**src/rtl/spi_slave_ctrl_if.sv**
```systemverilog
// Bus bundle for spi_slave_ctrl: SPI pins plus the parallel transmit/receive side.
// The tx_underrun signal exists only when SPI_SLAVE_UNDERRUN_EN is defined.
interface spi_slave_ctrl_if #(
  parameter int DATA_W = 8
);
  logic              sck;
  logic              cs_n;
  logic              mosi;
  logic              miso;
  logic              mode_select;
  logic [DATA_W-1:0] tx_data;
  logic              tx_load;
  logic              tx_ready;
  logic [DATA_W-1:0] rx_data;
  logic              rx_valid;
  logic              busy;

`ifdef SPI_SLAVE_UNDERRUN_EN
  logic              tx_underrun;

  modport slave (
    input  sck, cs_n, mosi, mode_select, tx_data, tx_load,
    output miso, tx_ready, rx_data, rx_valid, busy, tx_underrun
  );

  modport master (
    output sck, cs_n, mosi, mode_select, tx_data, tx_load,
    input  miso, tx_ready, rx_data, rx_valid, busy, tx_underrun
  );
`else
  modport slave (
    input  sck, cs_n, mosi, mode_select, tx_data, tx_load,
    output miso, tx_ready, rx_data, rx_valid, busy
  );

  modport master (
    output sck, cs_n, mosi, mode_select, tx_data, tx_load,
    input  miso, tx_ready, rx_data, rx_valid, busy
  );
`endif
endinterface

```
**src/rtl/spi_slave_ctrl.sv**
```systemverilog
// SPI slave (modes 0 and 1) with oversampled pin synchronizers, a one-word transmit
// holding register and an IDLE/SHIFT/DONE FSM. Define SPI_SLAVE_UNDERRUN_EN for tx_underrun.
module spi_slave_ctrl #(
  parameter int DATA_W      = 8,
  parameter int SYNC_STAGES = 2
) (
  input  logic             clk,
  input  logic             rst_n,
  spi_slave_ctrl_if.slave  spi_if
);

  localparam int CNT_W = $clog2(DATA_W) + 1;

  typedef enum logic [1:0] {
    S_IDLE,
    S_SHIFT,
    S_DONE
  } state_e;

  state_e state_q, state_d;

  logic [SYNC_STAGES-1:0] sck_sync_q;
  logic [SYNC_STAGES-1:0] cs_sync_q;
  logic [SYNC_STAGES-1:0] mosi_sync_q;
  logic [SYNC_STAGES-1:0] fill_q;
  logic                   sck_prev_q;
  logic                   cs_prev_q;
  logic                   armed_q;

  logic sck_s, cs_s, mosi_s;
  logic sck_rise, sck_fall, cs_fall;
  logic sample_edge, shift_edge, last_bit;

  logic [DATA_W-1:0] hold_q;
  logic              hold_full_q;
  logic [DATA_W-1:0] tx_shift_q;
  logic [DATA_W-1:0] rx_shift_q;
  logic [DATA_W-1:0] rx_data_q;
  logic              rx_valid_q;
  logic [CNT_W-1:0]  cnt_q;

  logic frame_start, do_sample, do_shift, rx_commit, busy;

  // NOTE: non-blocking assignments make each stage take the previous stage's old
  // value; blocking ones would collapse the whole chain into a single flop.
  always_ff @(posedge clk or negedge rst_n) begin
    if (!rst_n) begin
      sck_sync_q  <= '0;
      cs_sync_q   <= '1;
      mosi_sync_q <= '0;
      fill_q      <= '0;
      sck_prev_q  <= 1'b0;
      cs_prev_q   <= 1'b1;
      armed_q     <= 1'b0;
    end else begin
      sck_sync_q  <= {sck_sync_q[SYNC_STAGES-2:0], spi_if.sck};
      cs_sync_q   <= {cs_sync_q[SYNC_STAGES-2:0], spi_if.cs_n};
      mosi_sync_q <= {mosi_sync_q[SYNC_STAGES-2:0], spi_if.mosi};
      fill_q      <= {fill_q[SYNC_STAGES-2:0], 1'b1};
      sck_prev_q  <= sck_s;
      cs_prev_q   <= cs_s;
      // The reset-forced idle level of cs_n must not count as a fall: only arm once a
      // real high level has propagated through the synchronizer.
      if (fill_q[SYNC_STAGES-1] && cs_s) begin
        armed_q <= 1'b1;
      end
    end
  end

  assign sck_s  = sck_sync_q[SYNC_STAGES-1];
  assign cs_s   = cs_sync_q[SYNC_STAGES-1];
  assign mosi_s = mosi_sync_q[SYNC_STAGES-1];

  assign sck_rise    = sck_s & ~sck_prev_q;
  assign sck_fall    = ~sck_s & sck_prev_q;
  assign cs_fall     = armed_q & cs_prev_q & ~cs_s;
  assign sample_edge = spi_if.mode_select ? sck_fall : sck_rise;
  assign shift_edge  = spi_if.mode_select ? sck_rise : sck_fall;
  assign last_bit    = (cnt_q == CNT_W'(DATA_W - 1));

  always_ff @(posedge clk or negedge rst_n) begin
    if (!rst_n) begin
      state_q <= S_IDLE;
    end else begin
      state_q <= state_d;
    end
  end

  always_comb begin
    state_d = state_q;
    unique case (state_q)
      S_IDLE: begin
        if (cs_fall) begin
          state_d = S_SHIFT;
        end
      end
      S_SHIFT: begin
        if (cs_s) begin
          state_d = S_IDLE;
        end else if (sample_edge && last_bit) begin
          state_d = S_DONE;
        end
      end
      S_DONE: begin
        state_d = cs_s ? S_IDLE : S_SHIFT;
      end
      default: state_d = S_IDLE;
    endcase
  end

  // NOTE: every output gets a default before the case so no path leaves one
  // unassigned; a missing default here would infer a latch.
  always_comb begin
    frame_start = 1'b0;
    do_sample   = 1'b0;
    do_shift    = 1'b0;
    rx_commit   = 1'b0;
    busy        = 1'b0;
    unique case (state_q)
      S_IDLE: begin
        frame_start = cs_fall;
      end
      S_SHIFT: begin
        busy      = 1'b1;
        do_sample = ~cs_s & sample_edge;
        // The shift edge before the first sample only presents the MSB, which the
        // frame-start load already did; this also skips the trailing mode-0 fall.
        do_shift  = ~cs_s & shift_edge & (cnt_q != '0);
      end
      S_DONE: begin
        rx_commit   = 1'b1;
        frame_start = ~cs_s;
      end
      default: ;
    endcase
  end

  always_ff @(posedge clk or negedge rst_n) begin
    if (!rst_n) begin
      hold_q      <= '0;
      hold_full_q <= 1'b0;
      tx_shift_q  <= '0;
      rx_shift_q  <= '0;
      cnt_q       <= '0;
      rx_data_q   <= '0;
      rx_valid_q  <= 1'b0;
    end else begin
      rx_valid_q <= rx_commit;
      if (rx_commit) begin
        rx_data_q <= rx_shift_q;
      end

      if (spi_if.tx_load) begin
        hold_q      <= spi_if.tx_data;
        hold_full_q <= 1'b1;
      end

      if (frame_start) begin
        // A load landing on the frame-start cycle goes straight out and leaves the holder empty.
        if (spi_if.tx_load) begin
          tx_shift_q <= spi_if.tx_data;
        end else if (hold_full_q) begin
          tx_shift_q <= hold_q;
        end else begin
          tx_shift_q <= '0;
        end
        hold_full_q <= 1'b0;
        cnt_q       <= '0;
      end else begin
        if (do_shift) begin
          tx_shift_q <= {tx_shift_q[DATA_W-2:0], 1'b0};
        end
        if (do_sample) begin
          rx_shift_q <= {rx_shift_q[DATA_W-2:0], mosi_s};
          cnt_q      <= cnt_q + CNT_W'(1);
        end
      end
    end
  end

`ifdef SPI_SLAVE_UNDERRUN_EN
  logic underrun_q;

  always_ff @(posedge clk or negedge rst_n) begin
    if (!rst_n) begin
      underrun_q <= 1'b0;
    end else if (spi_if.tx_load) begin
      underrun_q <= 1'b0;
    end else if (frame_start && !hold_full_q) begin
      underrun_q <= 1'b1;
    end
  end

  assign spi_if.tx_underrun = underrun_q;
`endif

  assign spi_if.miso     = (state_q != S_IDLE) & ~cs_s & tx_shift_q[DATA_W-1];
  assign spi_if.tx_ready = ~hold_full_q;
  assign spi_if.rx_data  = rx_data_q;
  assign spi_if.rx_valid = rx_valid_q;
  assign spi_if.busy     = busy;

endmodule

```
**src/flat_wrapper.sv**
```systemverilog
// flat-port wrapper written by rule: the top's interface ports become plain ports
module spi_slave_ctrl_flat 
#(
  parameter int DATA_W      = 8,
  parameter int SYNC_STAGES = 2
)
  (clk, rst_n, spi_if_sck, spi_if_cs_n, spi_if_mosi, spi_if_mode_select, spi_if_tx_data, spi_if_tx_load, spi_if_miso, spi_if_tx_ready, spi_if_rx_data, spi_if_rx_valid, spi_if_busy);
  spi_slave_ctrl_if #(.DATA_W(DATA_W)) spi_if_i ();
  input  logic clk;
  input  logic rst_n;
  input wire logic [$bits(spi_if_i.sck)-1:0] spi_if_sck;
  input wire logic [$bits(spi_if_i.cs_n)-1:0] spi_if_cs_n;
  input wire logic [$bits(spi_if_i.mosi)-1:0] spi_if_mosi;
  input wire logic [$bits(spi_if_i.mode_select)-1:0] spi_if_mode_select;
  input wire logic [$bits(spi_if_i.tx_data)-1:0] spi_if_tx_data;
  input wire logic [$bits(spi_if_i.tx_load)-1:0] spi_if_tx_load;
  output wire logic [$bits(spi_if_i.miso)-1:0] spi_if_miso;
  output wire logic [$bits(spi_if_i.tx_ready)-1:0] spi_if_tx_ready;
  output wire logic [$bits(spi_if_i.rx_data)-1:0] spi_if_rx_data;
  output wire logic [$bits(spi_if_i.rx_valid)-1:0] spi_if_rx_valid;
  output wire logic [$bits(spi_if_i.busy)-1:0] spi_if_busy;
  assign spi_if_i.sck = spi_if_sck;
  assign spi_if_i.cs_n = spi_if_cs_n;
  assign spi_if_i.mosi = spi_if_mosi;
  assign spi_if_i.mode_select = spi_if_mode_select;
  assign spi_if_i.tx_data = spi_if_tx_data;
  assign spi_if_i.tx_load = spi_if_tx_load;
  assign spi_if_miso = spi_if_i.miso;
  assign spi_if_tx_ready = spi_if_i.tx_ready;
  assign spi_if_rx_data = spi_if_i.rx_data;
  assign spi_if_rx_valid = spi_if_i.rx_valid;
  assign spi_if_busy = spi_if_i.busy;
  spi_slave_ctrl #(.DATA_W(DATA_W), .SYNC_STAGES(SYNC_STAGES)) u_core (.clk(clk), .rst_n(rst_n), .spi_if(spi_if_i));
endmodule
```
**config.mk**
```make
export PLATFORM = sky130hd
export DESIGN_NAME = spi_slave_ctrl_flat
export DESIGN_NICKNAME = d
export VERILOG_FILES = /design/src/rtl/spi_slave_ctrl_if.sv /design/src/rtl/spi_slave_ctrl.sv /design/src/flat_wrapper.sv
export SDC_FILE = /design/constraint.sdc
export NUM_CORES = 1
export LEC_CHECK = 0
export ABC_AREA = 1
export CAP_MARGIN = 15
export CELL_PAD_IN_SITES_DETAIL_PLACEMENT = 0
export CELL_PAD_IN_SITES_GLOBAL_PLACEMENT = 2
export CORE_MARGIN = 8
export CORE_UTILIZATION = 35
export CTS_CLUSTER_SIZE = 8
export DETAILED_ROUTE_END_ITERATION = 8
export PLACE_DENSITY_LB_ADDON = 0.15
export SKIP_CTS_REPAIR_TIMING = 1
export SYNTH_ARGS = -nofsm -noshare
export SYNTH_HDL_FRONTEND = slang
export SYNTH_SLANG_ARGS = --single-unit
```
**constraint.sdc**
```tcl
create_clock -name clk -period 2.6 [get_ports clk]
set_clock_uncertainty 0.15 [all_clocks]
set_input_delay 0.52 -clock clk [delete_from_list [all_inputs] [get_ports clk]]
set_output_delay 0.52 -clock clk [all_outputs]
set_load 0.05 [all_outputs]
```
==> qor.txt, run 1 <==
Status: completed
Layout cell share with drive strength beyond 1: 10.43%
Most used flip-flop cell after synthesis: dfrtp_1
PD cells: 682.2 nW/um2
Vias per std cell: 4.388
Vias in the first global route: 1529
Sequential power share: 50.6%
Initial antenna violation count: 0
Crit-path cells: o21ai_0, nor2_1, clkdlybuf4s50_1
DR WL/cell: 11.68 um
Tcrit/Tclk final: 94.71%
Buffers and inverters on the worst path: 1
Starting density of the core: 36.37%
Post-Syn Area: 2153 um2
EDFF count, synth: 0
Avg Cell Area, Syn: 8.718 um2
Slowest cell on crit path: clkdlybuf4s50_1
Slew margin rel.: 64.96%
Final #Nets: 294
Clock-pin slew on the worst setup and hold paths: 0.10 ns
Clock share of power: 36.0%
Ys Warns: 0
Slowest Stage Delay on Critical Path: 0.82 ns
H-tree depth: 2
Int Pwr: 1346 uW
Synth top area cells: dfrtp_1 (56%), nand2_1 (17%), inv_1 (4.9%), nand3_1 (3.7%), dfstp_2 (3.7%)
Endpoints failing setup: 0
Clock Sinks: 51
Fill cells: 597
Crit path required time: 1.93 ns
Worst Setup Start Kind: flop
Crit path max fanout: 5
Final ANT Viol Nets: 0
Total negative slack: 0 ns
Combinational power share: 13.4%
Num ports: 27
CTS tree: done
Syn nets: 264
Cell row count: 28
Core Area: 5921 um2
NetSw: 442.9 uW
Actual slew at the worst max-slew pin: 0.5255 ns
Yosys top cell area share: 55.78%
Async S/R FF share, synth: 100.0%
CP Class: reg2out
Tightest Hold Check Type: in2async
Detailed Route Iter0 Violations: 65
Root Buffer: clkbuf_8
Hold Violations, Final: 0
Most common library cells after synthesis: nand2_1 (99), dfrtp_1 (48), inv_1 (28), nand3_1 (16), nor2_1 (13)
# port buffers: 26
Mapped Cells: 247
Die area: 8918 um2
CP arrival: 1.79 ns
CTS Buffer Depth: 2
Synth area leader: dfrtp_1
Area of the multi-input gates: 713.2 um2
Synth cell types: 20
Seq/Total Area, Yosys: 59.44%
Via count: 1549
Max Freq: 406.1 MHz
GR Overflow Total: 0
Drt pass-1 iters: 4
Total Routed Length: 4122 um
Unrepaired setup endpoints after global routing: no
HPWL after detailed placement: 2967 um
Post-synthesis register bit count: 51
CP Capture Type: primary output
GPL Wtd Cong: 0.6909
Worst VDD drop: 209.4 uV
Most frequent cell after synthesis: nand2_1
Max Cap Viol: 0
Die height: 94.44 um
Register Area: 1280 um2
DRC errors left: 0
Final Max Tran Viols: 0
Die Wd: 94.44 um
Worst skew pair latency: 0.30 ns
P_leak: 0.001336 uW
Area grow syn2layout: 21.79%
# diodes: 0
Net Sw Frac: 24.76%
First-pass GRT wire length: 7148 um
Largest net degree at the start of global routing: 31
Num CTS Buffers: 5
Clock period minus worst slack: 2.462 ns
Top delay family on crit path: buffers and inverters
Total Routing Usage GR: 10.06%
Hold WS: 0.03359 ns
path summary, 6_finish.rpt:
kind / startpoint / end / slack (ns) / cells after the start
setup / recovery: u_core.state_q[0] / spi_if_miso / 0.14 / 3
hold / removal: rst_n / u_core.sck_sync_q[1] / 0.03 / 1
setup reg to reg: u_core.cs_sync_q[1] / u_core.cnt_q[0] / 0.91 / 7
hold reg to reg: u_core.fill_q[0] / u_core.fill_q[1] / 0.20 / 0
max in group asynchronous: rst_n / u_core.cs_prev_q / 1.66 / 2
min in group clk: u_core.fill_q[0] / u_core.fill_q[1] / 0.20 / 0
through the flow:
| step | instance area (um2) | setup WS (ns) | std cells | util (%) | power, uW |
|---|---|---|---|---|---|
| 6_report | 2623 | 0.1375 | 353 | 44.29 | 1789 |
| 3_3_place_gp | 2486 | 0.4973 | 345 | 41.99 | 1162 |
| 2_1_floorplan | 2153 | 0.8004 | 247 | - | 1078 |
| 5_1_grt | 2623 | 0.08701 | 353 | 44.29 | 1887 |
| 3_5_place_dp | 2486 | 0.4742 | 345 | 41.99 | 1164 |
| 4_1_cts | 2623 | 0.1377 | 353 | 44.29 | 1826 |
registers in the layout (all words and copies together), names as in the netlist:
register / count
u_core.mosi_sync_q: 2
u_core.cs_prev_q: 1
u_core.cnt_q: 4
u_core.hold_full_q: 1
u_core.spi_if.rx_valid: 1
u_core.rx_shift_q: 8
u_core.sck_sync_q: 2
u_core.cs_sync_q: 2
u_core.state_q: 2
u_core.tx_shift_q: 8
u_core.spi_if.rx_data: 8
u_core.armed_q: 1
u_core.fill_q: 2
u_core.sck_prev_q: 1
u_core.hold_q: 8
worst reg2reg max path, cell delays in order, from the launching register on:
cell and delay [ns]:
dfstp_2 0.59, inv_1 0.05, nand3_1 0.11, inv_2 0.08, nand2_2 0.34, inv_1 0.14, nand2_1 0.08, nand2_1 0.05
kinds of logic after synthesis:
| group | count (synthesis) | synth area share, % |
|---|---|---|
| fa+ha+maj | 2 | 1.162 |
| xor+xnor | 1 | 0.4068 |
| other cells | 1 | 0.1742 |
| buf+inv | 36 | 7.437 |
| simple gates | 136 | 25.57 |
| flops | 51 | 59.44 |
| compound gates | 20 | 5.811 |
cells in the final DEF (no fill, tap or decap), types with 5 or more instances in the layout:
| cell | synthesis | final |
|---|---|---|
| nor2_1 | 13 | 13 |
| nand2_1 | 99 | 99 |
| clkdlybuf4s50_1 | 0 | 25 |
| o21ai_0 | 8 | 8 |
| dfrtp_1 | 48 | 48 |
| o21ai_2 | 6 | 6 |
| inv_1 | 28 | 28 |
| nand3_1 | 16 | 16 |
| clkbuf_8 | 0 | 5 |
power groups by stage:
stage	registers [uW]	clock network (uW)	logic [uW]
2_1_floorplan	912	0	166
3_3_place_gp	918	0	244
3_5_place_dp	920	0	244
4_1_cts	904	676	246
5_1_grt	913	693	280
6_report	905	645	239
area by class of cell:
class / instances / area share, %
clock buffers: 5 / 2.624
well taps: 75 / 3.578
clock inverters: 3 / 2.576
inverters: 31 / 4.437
multi-input cells: 160 / 27.19
flip-flops and latches: 51 / 48.81
repair buffers: 28 / 10.78
metal layers:
layer  wire length (um)  track usage, %
met5                  0               0
met4                 62           3.963
met3                206           3.016
met2               1684           14.66
met1               2168           13.60
Note: power is estimated with default switching activity, not from simulation.
==> run 2, diff against run 1 <==
--- a/config.mk
+++ b/config.mk
@@ -11,6 +11,7 @@
 export CELL_PAD_IN_SITES_GLOBAL_PLACEMENT = 2
 export CORE_MARGIN = 8
 export CORE_UTILIZATION = 35
+export CTS_CLUSTER_DIAMETER = 60
 export CTS_CLUSTER_SIZE = 8
 export DETAILED_ROUTE_END_ITERATION = 8
 export PLACE_DENSITY_LB_ADDON = 0.15
==> results of run 2 <==
Same layout as run 1: the final DEF is identical, and so are final timing and power.
